===== src/rtl/rf_wport_sched_if.sv =====
// Bus bundle between the pipeline/long-latency unit and the register-file write-port scheduler.
interface rf_wport_sched_if;
  logic        wb_we;
  logic [4:0]  wb_waddr;
  logic [31:0] wb_wdata;
  logic        wb_hold;
  logic        lu_issue;
  logic [4:0]  lu_waddr;
  logic        issue_ready;
  logic        lu_done_valid;
  logic [4:0]  lu_done_waddr;
  logic [31:0] lu_done_wdata;
  logic        lu_done_ready;
  logic [4:0]  raddr1;
  logic [4:0]  raddr2;
  logic        stall_req;
  logic [37:0] lu_to_id;
  logic        rf_we;
  logic [4:0]  rf_waddr;
  logic [31:0] rf_wdata;
  logic        waw_err;

  modport master (
    output wb_we, wb_waddr, wb_wdata, lu_issue, lu_waddr,
           lu_done_valid, lu_done_waddr, lu_done_wdata, raddr1, raddr2,
    input  wb_hold, issue_ready, lu_done_ready, stall_req, lu_to_id,
           rf_we, rf_waddr, rf_wdata, waw_err
  );

  modport slave (
    input  wb_we, wb_waddr, wb_wdata, lu_issue, lu_waddr,
           lu_done_valid, lu_done_waddr, lu_done_wdata, raddr1, raddr2,
    output wb_hold, issue_ready, lu_done_ready, stall_req, lu_to_id,
           rf_we, rf_waddr, rf_wdata, waw_err
  );
endinterface


===== src/rtl/rf_wport_sched.sv =====
// Shares the register-file write port between WB and a long-latency unit,
// buffering two out-of-order results and tracking pending destinations.
module rf_wport_sched #(
  parameter int STARVE_LIMIT = 3
) (
  input logic clk,
  input logic rst,
  rf_wport_sched_if.slave bus
);
  localparam int SW = (STARVE_LIMIT < 1) ? 1 : $clog2(STARVE_LIMIT + 1);

  logic [4:0]    fifo_waddr [2];
  logic [31:0]   fifo_wdata [2];
  logic          rd_ptr;
  logic [1:0]    count;
  logic [1:0]    outstanding;
  logic [SW-1:0] starve;
  logic [31:0]   sb;
  logic [31:0]   sb_next;
  logic          waw_err_q;

  logic          head_valid;
  logic [4:0]    head_waddr;
  logic [31:0]   head_wdata;
  logic          wr_ptr;
  logic          wbr;
  logic          drain;
  logic          push;
  logic          issue_acc;
  logic          head_hit1;
  logic          head_hit2;
  logic          rd_stall1;
  logic          rd_stall2;

  assign head_valid = (count != 2'd0);
  assign head_waddr = fifo_waddr[rd_ptr];
  assign head_wdata = fifo_wdata[rd_ptr];
  assign wr_ptr     = rd_ptr ^ count[0];

  assign bus.wb_hold       = (starve == SW'(STARVE_LIMIT)) && head_valid;
  assign wbr               = bus.wb_we && !bus.wb_hold;
  assign drain             = !wbr && head_valid;
  assign bus.lu_done_ready = (count != 2'd2);
  assign push              = bus.lu_done_valid && bus.lu_done_ready;

  // The pre-edge scoreboard gates issue, so a same-cycle drain of the register still blocks it.
  assign bus.issue_ready = (outstanding < 2'd2) && !((bus.lu_waddr != 5'd0) && sb[bus.lu_waddr]);
  assign issue_acc       = bus.lu_issue && bus.issue_ready;

  // A read that matches the buffer head is forwarded through lu_to_id instead of stalling.
  assign head_hit1 = head_valid && (head_waddr == bus.raddr1);
  assign head_hit2 = head_valid && (head_waddr == bus.raddr2);
  assign rd_stall1 = (bus.raddr1 != 5'd0) && sb[bus.raddr1] && !head_hit1;
  assign rd_stall2 = (bus.raddr2 != 5'd0) && sb[bus.raddr2] && !head_hit2;
  assign bus.stall_req = rd_stall1 || rd_stall2 || (bus.lu_issue && !bus.issue_ready);

  // Buffer data is not reset, so the bus is masked while the FIFO is empty.
  assign bus.lu_to_id = head_valid ? {(head_waddr != 5'd0), head_waddr, head_wdata} : 38'd0;
  assign bus.waw_err  = waw_err_q;

  always_comb begin
    bus.rf_we    = 1'b0;
    bus.rf_waddr = 5'd0;
    bus.rf_wdata = 32'd0;
    if (wbr) begin
      bus.rf_we    = 1'b1;
      bus.rf_waddr = bus.wb_waddr;
      bus.rf_wdata = bus.wb_wdata;
    end else if (head_valid) begin
      bus.rf_we    = (head_waddr != 5'd0);
      bus.rf_waddr = head_waddr;
      bus.rf_wdata = head_wdata;
    end
  end

  always_comb begin
    sb_next = sb;
    if (drain)
      sb_next[head_waddr] = 1'b0;
    if (issue_acc && (bus.lu_waddr != 5'd0))
      sb_next[bus.lu_waddr] = 1'b1;
    sb_next[0] = 1'b0;
  end

  always_ff @(posedge clk or posedge rst) begin
    if (rst) begin
      rd_ptr      <= 1'b0;
      count       <= 2'd0;
      outstanding <= 2'd0;
      starve      <= '0;
      sb          <= 32'd0;
      waw_err_q   <= 1'b0;
    end else begin
      if (drain)
        rd_ptr <= ~rd_ptr;
      count       <= count + {1'b0, push} - {1'b0, drain};
      outstanding <= outstanding + {1'b0, issue_acc} - {1'b0, drain && (outstanding != 2'd0)};
      if (!head_valid || drain)
        starve <= '0;
      else if (wbr && (starve != SW'(STARVE_LIMIT)))
        starve <= starve + SW'(1);
      sb <= sb_next;
      if ((wbr && sb[bus.wb_waddr]) || (bus.lu_done_valid && (outstanding == 2'd0)))
        waw_err_q <= 1'b1;
    end
  end

  always_ff @(posedge clk) begin
    if (push) begin
      fifo_waddr[wr_ptr] <= bus.lu_done_waddr;
      fifo_wdata[wr_ptr] <= bus.lu_done_wdata;
    end
  end
endmodule

===== src/flat_wrapper.sv =====
// flat-port wrapper written by rule: the top's interface ports become plain ports
module rf_wport_sched_flat 
#(
  parameter int STARVE_LIMIT = 3
)
  (clk, rst, bus_wb_we, bus_wb_waddr, bus_wb_wdata, bus_lu_issue, bus_lu_waddr, bus_lu_done_valid, bus_lu_done_waddr, bus_lu_done_wdata, bus_raddr1, bus_raddr2, bus_wb_hold, bus_issue_ready, bus_lu_done_ready, bus_stall_req, bus_lu_to_id, bus_rf_we, bus_rf_waddr, bus_rf_wdata, bus_waw_err);
  rf_wport_sched_if bus_i ();
  input logic clk;
  input logic rst;
  input wire logic [$bits(bus_i.wb_we)-1:0] bus_wb_we;
  input wire logic [$bits(bus_i.wb_waddr)-1:0] bus_wb_waddr;
  input wire logic [$bits(bus_i.wb_wdata)-1:0] bus_wb_wdata;
  input wire logic [$bits(bus_i.lu_issue)-1:0] bus_lu_issue;
  input wire logic [$bits(bus_i.lu_waddr)-1:0] bus_lu_waddr;
  input wire logic [$bits(bus_i.lu_done_valid)-1:0] bus_lu_done_valid;
  input wire logic [$bits(bus_i.lu_done_waddr)-1:0] bus_lu_done_waddr;
  input wire logic [$bits(bus_i.lu_done_wdata)-1:0] bus_lu_done_wdata;
  input wire logic [$bits(bus_i.raddr1)-1:0] bus_raddr1;
  input wire logic [$bits(bus_i.raddr2)-1:0] bus_raddr2;
  output wire logic [$bits(bus_i.wb_hold)-1:0] bus_wb_hold;
  output wire logic [$bits(bus_i.issue_ready)-1:0] bus_issue_ready;
  output wire logic [$bits(bus_i.lu_done_ready)-1:0] bus_lu_done_ready;
  output wire logic [$bits(bus_i.stall_req)-1:0] bus_stall_req;
  output wire logic [$bits(bus_i.lu_to_id)-1:0] bus_lu_to_id;
  output wire logic [$bits(bus_i.rf_we)-1:0] bus_rf_we;
  output wire logic [$bits(bus_i.rf_waddr)-1:0] bus_rf_waddr;
  output wire logic [$bits(bus_i.rf_wdata)-1:0] bus_rf_wdata;
  output wire logic [$bits(bus_i.waw_err)-1:0] bus_waw_err;
  assign bus_i.wb_we = bus_wb_we;
  assign bus_i.wb_waddr = bus_wb_waddr;
  assign bus_i.wb_wdata = bus_wb_wdata;
  assign bus_i.lu_issue = bus_lu_issue;
  assign bus_i.lu_waddr = bus_lu_waddr;
  assign bus_i.lu_done_valid = bus_lu_done_valid;
  assign bus_i.lu_done_waddr = bus_lu_done_waddr;
  assign bus_i.lu_done_wdata = bus_lu_done_wdata;
  assign bus_i.raddr1 = bus_raddr1;
  assign bus_i.raddr2 = bus_raddr2;
  assign bus_wb_hold = bus_i.wb_hold;
  assign bus_issue_ready = bus_i.issue_ready;
  assign bus_lu_done_ready = bus_i.lu_done_ready;
  assign bus_stall_req = bus_i.stall_req;
  assign bus_lu_to_id = bus_i.lu_to_id;
  assign bus_rf_we = bus_i.rf_we;
  assign bus_rf_waddr = bus_i.rf_waddr;
  assign bus_rf_wdata = bus_i.rf_wdata;
  assign bus_waw_err = bus_i.waw_err;
  rf_wport_sched #(.STARVE_LIMIT(STARVE_LIMIT)) u_core (.clk(clk), .rst(rst), .bus(bus_i));
endmodule

===== config.mk =====
export PLATFORM = sky130hd
export DESIGN_NAME = rf_wport_sched_flat
export DESIGN_NICKNAME = d
export VERILOG_FILES = /design/src/rtl/rf_wport_sched_if.sv /design/src/rtl/rf_wport_sched.sv /design/src/flat_wrapper.sv
export SDC_FILE = /design/constraint.sdc
export NUM_CORES = 1
export LEC_CHECK = 0
export ABC_AREA = 1
export BUFFER_PORTS_ARGS = -buffer_cell sky130_fd_sc_hd__buf_2
export CAP_MARGIN = 0
export CORE_UTILIZATION = 40
export CTS_CLUSTER_SIZE = 24
export DETAILED_ROUTE_END_ITERATION = 8
export GPL_ROUTABILITY_DRIVEN = 1
export GPL_TIMING_DRIVEN = 0
export PLACE_DENSITY = 0.67
export SYNTH_ARGS = -nofsm -noshare
export SYNTH_HDL_FRONTEND = slang
export SYNTH_SLANG_ARGS = --single-unit

===== constraint.sdc =====
create_clock -name clk -period 3.3 [get_ports clk]
set_input_delay 0.99 -clock clk [delete_from_list [all_inputs] [get_ports clk]]
set_output_delay 0.99 -clock clk [all_outputs]
set_load 0.02 [all_outputs]

==> run metrics, run 1 <==
Synth area leaders edfxtp_1, nand2_1, dfrtp_1, a21oi_1, o21ai_0; Setup Slack @ Placement -0.3608 ns; Max Cap Violations 0; final period utilization 0.9969; Final GP Congestion roughly 0.93; crit path launch type input port; Fill cells approximately 1500; commonest cells after routing, fill and taps aside nand2_1, buf_2, edfxtp_1; FF+latch area about 3200 µm²; Async SR Flop Fraction 0.3451; initial DRC count around 580; CTS max path bufs 2; clock root buffer master clkbuf_16; crit path capture type output pin; CP arrival around 2.3 ns; clock skew ~0.012 ns; Routed Antenna Nets 0; total power roughly 8 mW; antenna violations before repair 2; GRT overflow 0; crit-path most repeated cell nand2_1; Hold Vio Cnt, Final 0; Net Count, Synth 980; DIE AREA between 15000 and 20000 µm²; top cell type by total area after synthesis edfxtp_1; share of the synthesized area in the top cell type 0.3334; row count 46; slowest cell on the critical path o21ai_4; Initial Util 0.4151; Worst-Skew Late Latency 0.43 ns; port buffer count about 170; io pins 175; CTS tree yes; Syn. warnings 0; Setup TNS 0 ns; EDFF count, synth 74; HP Class reg2reg; sequential group share of total power 0.306; Period minus WS final between 3 and 4 ns; CTS Sinks about 110; Synth-to-Final Area Change 28.74%; Die Ht approximately 130 µm; Placed Instances 1270; Num CTS Buffers 17; Yosys cell types 34; core box area 16060 µm²; routed length per placed instance ~16 µm; final WL between 20 and 25 mm; Hold WS about 0.45 ns; part of the power in combinational logic 0.481; Synth Cell Area between 6000 and 7000 µm²; DP HPWL 16.14 mm; Pre-Repair DR Iteration Count 5; DRC 0; Seq/Total Area, Yosys 0.4798; Die Width ~130 µm; clock power share 0.214; nets between 1000 and 1500; Vias per Instance 5.241; peak fanout along the critical path 9; H-tree levels 4; clock-pin slew on the worst setup and hold paths roughly 0.060 ns; Multi-input gate area between 3000 and 4000 µm²; via count of the routed design 6861; Total GRT Usage 0.2538; Slew Viols, Final 0; FF+latch count, synth 113; Syn Inst Count 881; Switching Share 0.4619; CP Buf/Inv Count 4; Placement Cell Area 7846 µm²; share of layout cells above drive strength 1 0.2454; Max Freq a little over 300 MHz; RSZ-0062 raised after global routing true; final core occ 0.5344; final instance area between 8000 and 9000 µm²; Slew headroom 0.4326; switching power total 3.758 mW; cell family with most CP delay simple AND/OR/NAND/NOR gates; vias in the first global route just over 6000; pin count of the biggest net entering global routing 40; power density over cell area roughly 950 nW/µm²; internal power 4.378 mW; worst setup margin just over 0.01 ns; crit-path max cell delay about 0.23 ns; VDD IR max ~0.62 mV; WP data required around 2.3 ns; Final setup viols 0; first-pass GRT wire length around 32 mm; outcome finished, final reports clean; top_reg_cell synth edfxtp_1; post-synthesis area per instance around 7.6 µm²; CP Class in2out; Lkg Pwr about 4.1 nW; commonest non-fill, non-tap cell in the layout nand2_1; crit-path cells buf_12 -> inv_8 -> clkbuf_16 -> nor2_1 -> nand2_1 -> nand3_1 -> nand2_1 -> nand2_1 -> nor2_1 -> nand2_2 -> o21ai_4 -> nand3_2 -> buf_6; Worst Tran Pin Value 0.8498 ns; final cell count without fillers roughly 1300
per-layer routing:
layer	vias to the layer above	track usage	share of wire	wire [µm]
li1	3346	-	-	-
met1	3167	0.3094	0.40	8596
met2	297	0.4311	0.49	10480
met3	47	0.05398	0.077	1652
met4	4	0.1156	0.031	668
met5	-	0	0.00093	20
cells by family after synthesis:
group,share of synthesized area
compound gates,0.1196
xor+xnor,0.01183
flops,0.4798
buf+inv,0.06983
fa+ha+maj,0.009386
simple gates,0.3096
sequential cells by signal, summed over array words and instances (netlist names):
signal / count
u_core.bus.waw_err: 1
u_core.count: 2
u_core.outstanding: 2
u_core.starve: 2
u_core.fifo_wdata: 64
u_core.fifo_waddr: 10
u_core.sb: 31
u_core.rd_ptr: 1
cell type report:
type / count / area share
multi-input combinational: 660 / 0.3574
buffer: 42 / 0.02975
timing repair buffer: 179 / 0.1132
inverter: 66 / 0.02975
antenna: 1 / 0.0002916
tap: 216 / 0.03150
clock buffer: 17 / 0.04958
clock inverter: 15 / 0.01589
sequential: 113 / 0.3727
cell usage after synthesis (4+ instances only):
| cell | number |
|---|---|
| nand2_1 | 350 |
| edfxtp_1 | 74 |
| inv_1 | 59 |
| nor2_1 | 59 |
| a21oi_1 | 51 |
| o21ai_0 | 49 |
| nand3_1 | 44 |
| dfrtp_1 | 39 |
| nand4_1 | 31 |
| clkbuf_1 | 24 |
| o211ai_1 | 21 |
| nor3_1 | 10 |
| buf_2 | 9 |
| o21ai_1 | 9 |
| buf_6 | 5 |
| ha_1 | 5 |
| inv_2 | 5 |
| o22ai_1 | 5 |
| xor2_1 | 5 |
| xnor2_1 | 4 |
path summary, 6_finish.rpt:
kind / slack, ns / endpoint / cells after the start / from
max reg2reg: 1.03 / u_core.fifo_wdata[0][21] / 6 / u_core.rd_ptr
min reg2reg: 0.45 / u_core.starve[0] / 1 / u_core.starve[0]
max in group asynchronous: 2.02 / u_core.sb[25] / 2 / rst
min in group asynchronous: 0.74 / u_core.outstanding[0] / 2 / rst
min: 0.45 / u_core.starve[0] / 1 / u_core.starve[0]
max: 0.01 / bus_stall_req / 13 / bus_lu_waddr[0]
power groups by stage:
stage	clock, mW	combinational (mW)	sequential, mW
after floorplan	0	2.53	2.36
after global placement	0	3.66	2.51
after CTS	1.75	3.86	2.47
final	1.74	3.91	2.49
after global routing	1.82	4.31	2.53
after detailed placement	0	3.79	2.49
what timing repair did:
item	in CTS	in global routing
setup buffers	3	2
gates resized for setup	19	30
pin swaps	2	6
hold buffers	0	0
endpoints found under the setup margin	40	29
hold endpoints to repair	0	0
cloned	0	1
(Power assumes the default switching activity.)
==> inputs of run 2 (changes only) <==
CELL_PAD_IN_SITES_DETAIL_PLACEMENT = 0   (was not set)
CELL_PAD_IN_SITES_GLOBAL_PLACEMENT = 1   (was not set)
CORE_UTILIZATION = 35   (was 40)
CTS_CLUSTER_DIAMETER = 60   (was not set)
PLACE_DENSITY = 0.79   (was 0.67)
==> run 2 against run 1 <==
Setup slack improved by 0.067 ns. Non-clock buffer count stayed put. Clock power up 4%. Critical path depth is the same. Sequential power is essentially flat. Clock skew is 0.0062 ns higher. Global-route usage is 1.9 points lower. Wire length up 4.7%. Total power up 1.9%. Register-to-register slack barely moved. Highest routed layer unchanged.
==> run metrics, run 2 (synthesized netlist as in run 1, its figures left out) <==
CP Class in2out; internal power 4.487 mW (+2.5%); Slew Viols, Final 0 (unchanged); CP Buf/Inv Count 3 (-1); Num CTS Buffers 17 (unchanged); port buffer count 171 (unchanged); Hold Vio Cnt, Final 0 (unchanged); max FFs per register 64 (unchanged); largest registers u_core.fifo_wdata (64), u_core.sb (31), u_core.fifo_waddr (10); share of layout cells above drive strength 1 0.2500 (+0.004579); power density over cell area 960.0 nW/µm² (+1.2%); Switching Share 0.4587 (-0.003194); Vias per Instance 5.109 (-2.5%); Ant. Diodes 0 (-1); crit-path most repeated cell nand2_1; routed length per placed instance 16.91 µm (+3.4%); Slew headroom 0.4298 (-0.002831); slowest cell on the critical path o21ai_4; nets 1178 (unchanged); Initial Util 0.3563 (-0.05875); io pins 175 (unchanged); Pre-Repair DR Iteration Count 5 (unchanged); Max Cap Violations 0 (unchanged); final WL 22.43 mm (+4.7%); core box area 18710 µm² (+16%); crit path capture type output pin; Lkg Pwr 4.143 nW (+0.51%); DRC 0 (unchanged); pin count of the biggest net entering global routing 40 (unchanged); crit path launch type input port; outcome finished, final reports clean; Max Freq 310.3 MHz (+2.1%); Period minus WS final 3.222 ns (-0.06748 ns); sequential group share of total power 0.300 (-0.006); first-pass GRT wire length 35.09 mm (+10%); DP HPWL 16.98 mm (+5.2%); CP arrival 2.23 ns (-0.07 ns); worst setup margin 0.07755 ns (+0.06748 ns); Final GP Congestion 0.8900 (-4.3%); RSZ-0062 raised after global routing true; Worst Tran Pin Value 0.8541 ns (+0.004241 ns); vias in the first global route 6480 (+6.6%); Setup Slack @ Placement -0.4209 ns (-0.06009 ns); commonest non-fill, non-tap cell in the layout nand2_1; final core occ 0.4616 (-0.07276); Die Ht 140.0 µm (+6.8%); commonest cells after routing, fill and taps aside nand2_1, buf_2, edfxtp_1; clock-pin slew on the worst setup and hold paths 0.05 ns (about the same); final cell count without fillers 1326 (+1.3%); clock power share 0.218 (+0.004); crit-path max cell delay 0.19 ns (-0.04 ns); WP data required 2.31 ns (about the same); GRT overflow 0 (unchanged); Synth-to-Final Area Change 29.55%; VDD IR max 0.5076 mV (-18%); total power 8.289 mW (+1.9%); switching power total 3.802 mW (+1.2%); Placed Instances 1288 (+1.4%); Most flops, register u_core.fifo_wdata; Die Width 140.0 µm (+6.8%); DIE AREA 19600 µm² (+14%); HP Class reg2reg; CTS Sinks 113 (unchanged); final period utilization 0.9765 (-0.02045); via count of the routed design 6774 (-1.3%); Fill cells 1863 (+24%); initial DRC count 472 (-18%); Routed Antenna Nets 0 (unchanged); Hold Buf Count CTS 0 (unchanged); cell family with most CP delay simple AND/OR/NAND/NOR gates; row count 50 (+8.7%); antenna violations before repair 2 (unchanged); clock root buffer master clkbuf_16; FF+latch area 3199 µm² (about the same); clock skew 0.01780 ns (+0.006219 ns); CTS tree yes; Final setup viols 0 (unchanged); Hold WS 0.4817 ns (+0.03267 ns); part of the power in combinational logic 0.482 (about the same); Worst-Skew Late Latency 0.43 ns (about the same); CTS max path bufs 2 (unchanged); Multi-input gate area 3074 µm² (+0.24%); Total GRT Usage 0.2352 (-0.01864); peak fanout along the critical path 10 (+1); H-tree levels 4 (unchanged); crit-path cells buf_12 -> buf_6 -> nand2_1 -> nand2_1 -> nand2_1 -> nand2_1 -> nand2_1 -> nand2_1 -> nor2_2 -> nand2_2 -> o21ai_4 -> nand3_2 -> buf_6
## run 2: layout make-up
type,instances,area share
sequential,113,0.3705
multi-input combinational,660,0.3560
timing repair buffer,180,0.1111
clock buffer,17,0.04927
tap,234,0.03391
buffer,41,0.03072
inverter,66,0.02985
clock inverter,15,0.01855
## run 2: path summary, 6_finish.rpt
path	from	to	slack, ns	cells past startpoint
max	bus_lu_waddr[0]	bus_stall_req	0.08	13
min	u_core.starve[0]	u_core.starve[0]	0.48	1
max reg2reg	u_core.rd_ptr	u_core.fifo_wdata[0][9]	1.03	6
min reg2reg	u_core.starve[0]	u_core.starve[0]	0.48	1
max in group asynchronous	rst	u_core.rd_ptr	1.97	2
min in group asynchronous	rst	u_core.sb[4]	0.72	2
## run 2: through the flow
step / cell area (µm²) / setup TNS (ns)
2_1_floorplan: 6665 / 0
3_3_place_gp: 7814 / -76.38
3_5_place_dp: 7869 / -1.807
4_1_cts: 8552 / 0
5_1_grt: 8635 / -0.02274
6_report: 8635 / 0
## run 2: layer usage
metal	GRT usage	vias to the layer above	wire (µm)	share of wire
met4	0.07924	4	476	0.021
met3	0.06701	39	1708	0.076
li1	-	3337	-	-
met2	0.3953	247	10770	0.48
met1	0.2892	3147	9445	0.42
met5	0	-	23	0.0010
## run 2: repair_timing
item | CTS | global route
pin swaps | 5 | 4
setup buffers | 3 | 4
gates resized for setup | 32 | 33
gates cloned | 0 | 0
setup endpoints to repair | 43 | 42
## run 2: power by group through the flow
stage	clock [mW]	sequential [mW]	combinational, mW
2_1_floorplan	0	2.36	2.53
6_report	1.81	2.49	3.99
4_1_cts	1.83	2.48	3.95
3_5_place_dp	0	2.50	3.86
5_1_grt	1.88	2.53	4.40
3_3_place_gp	0	2.52	3.75
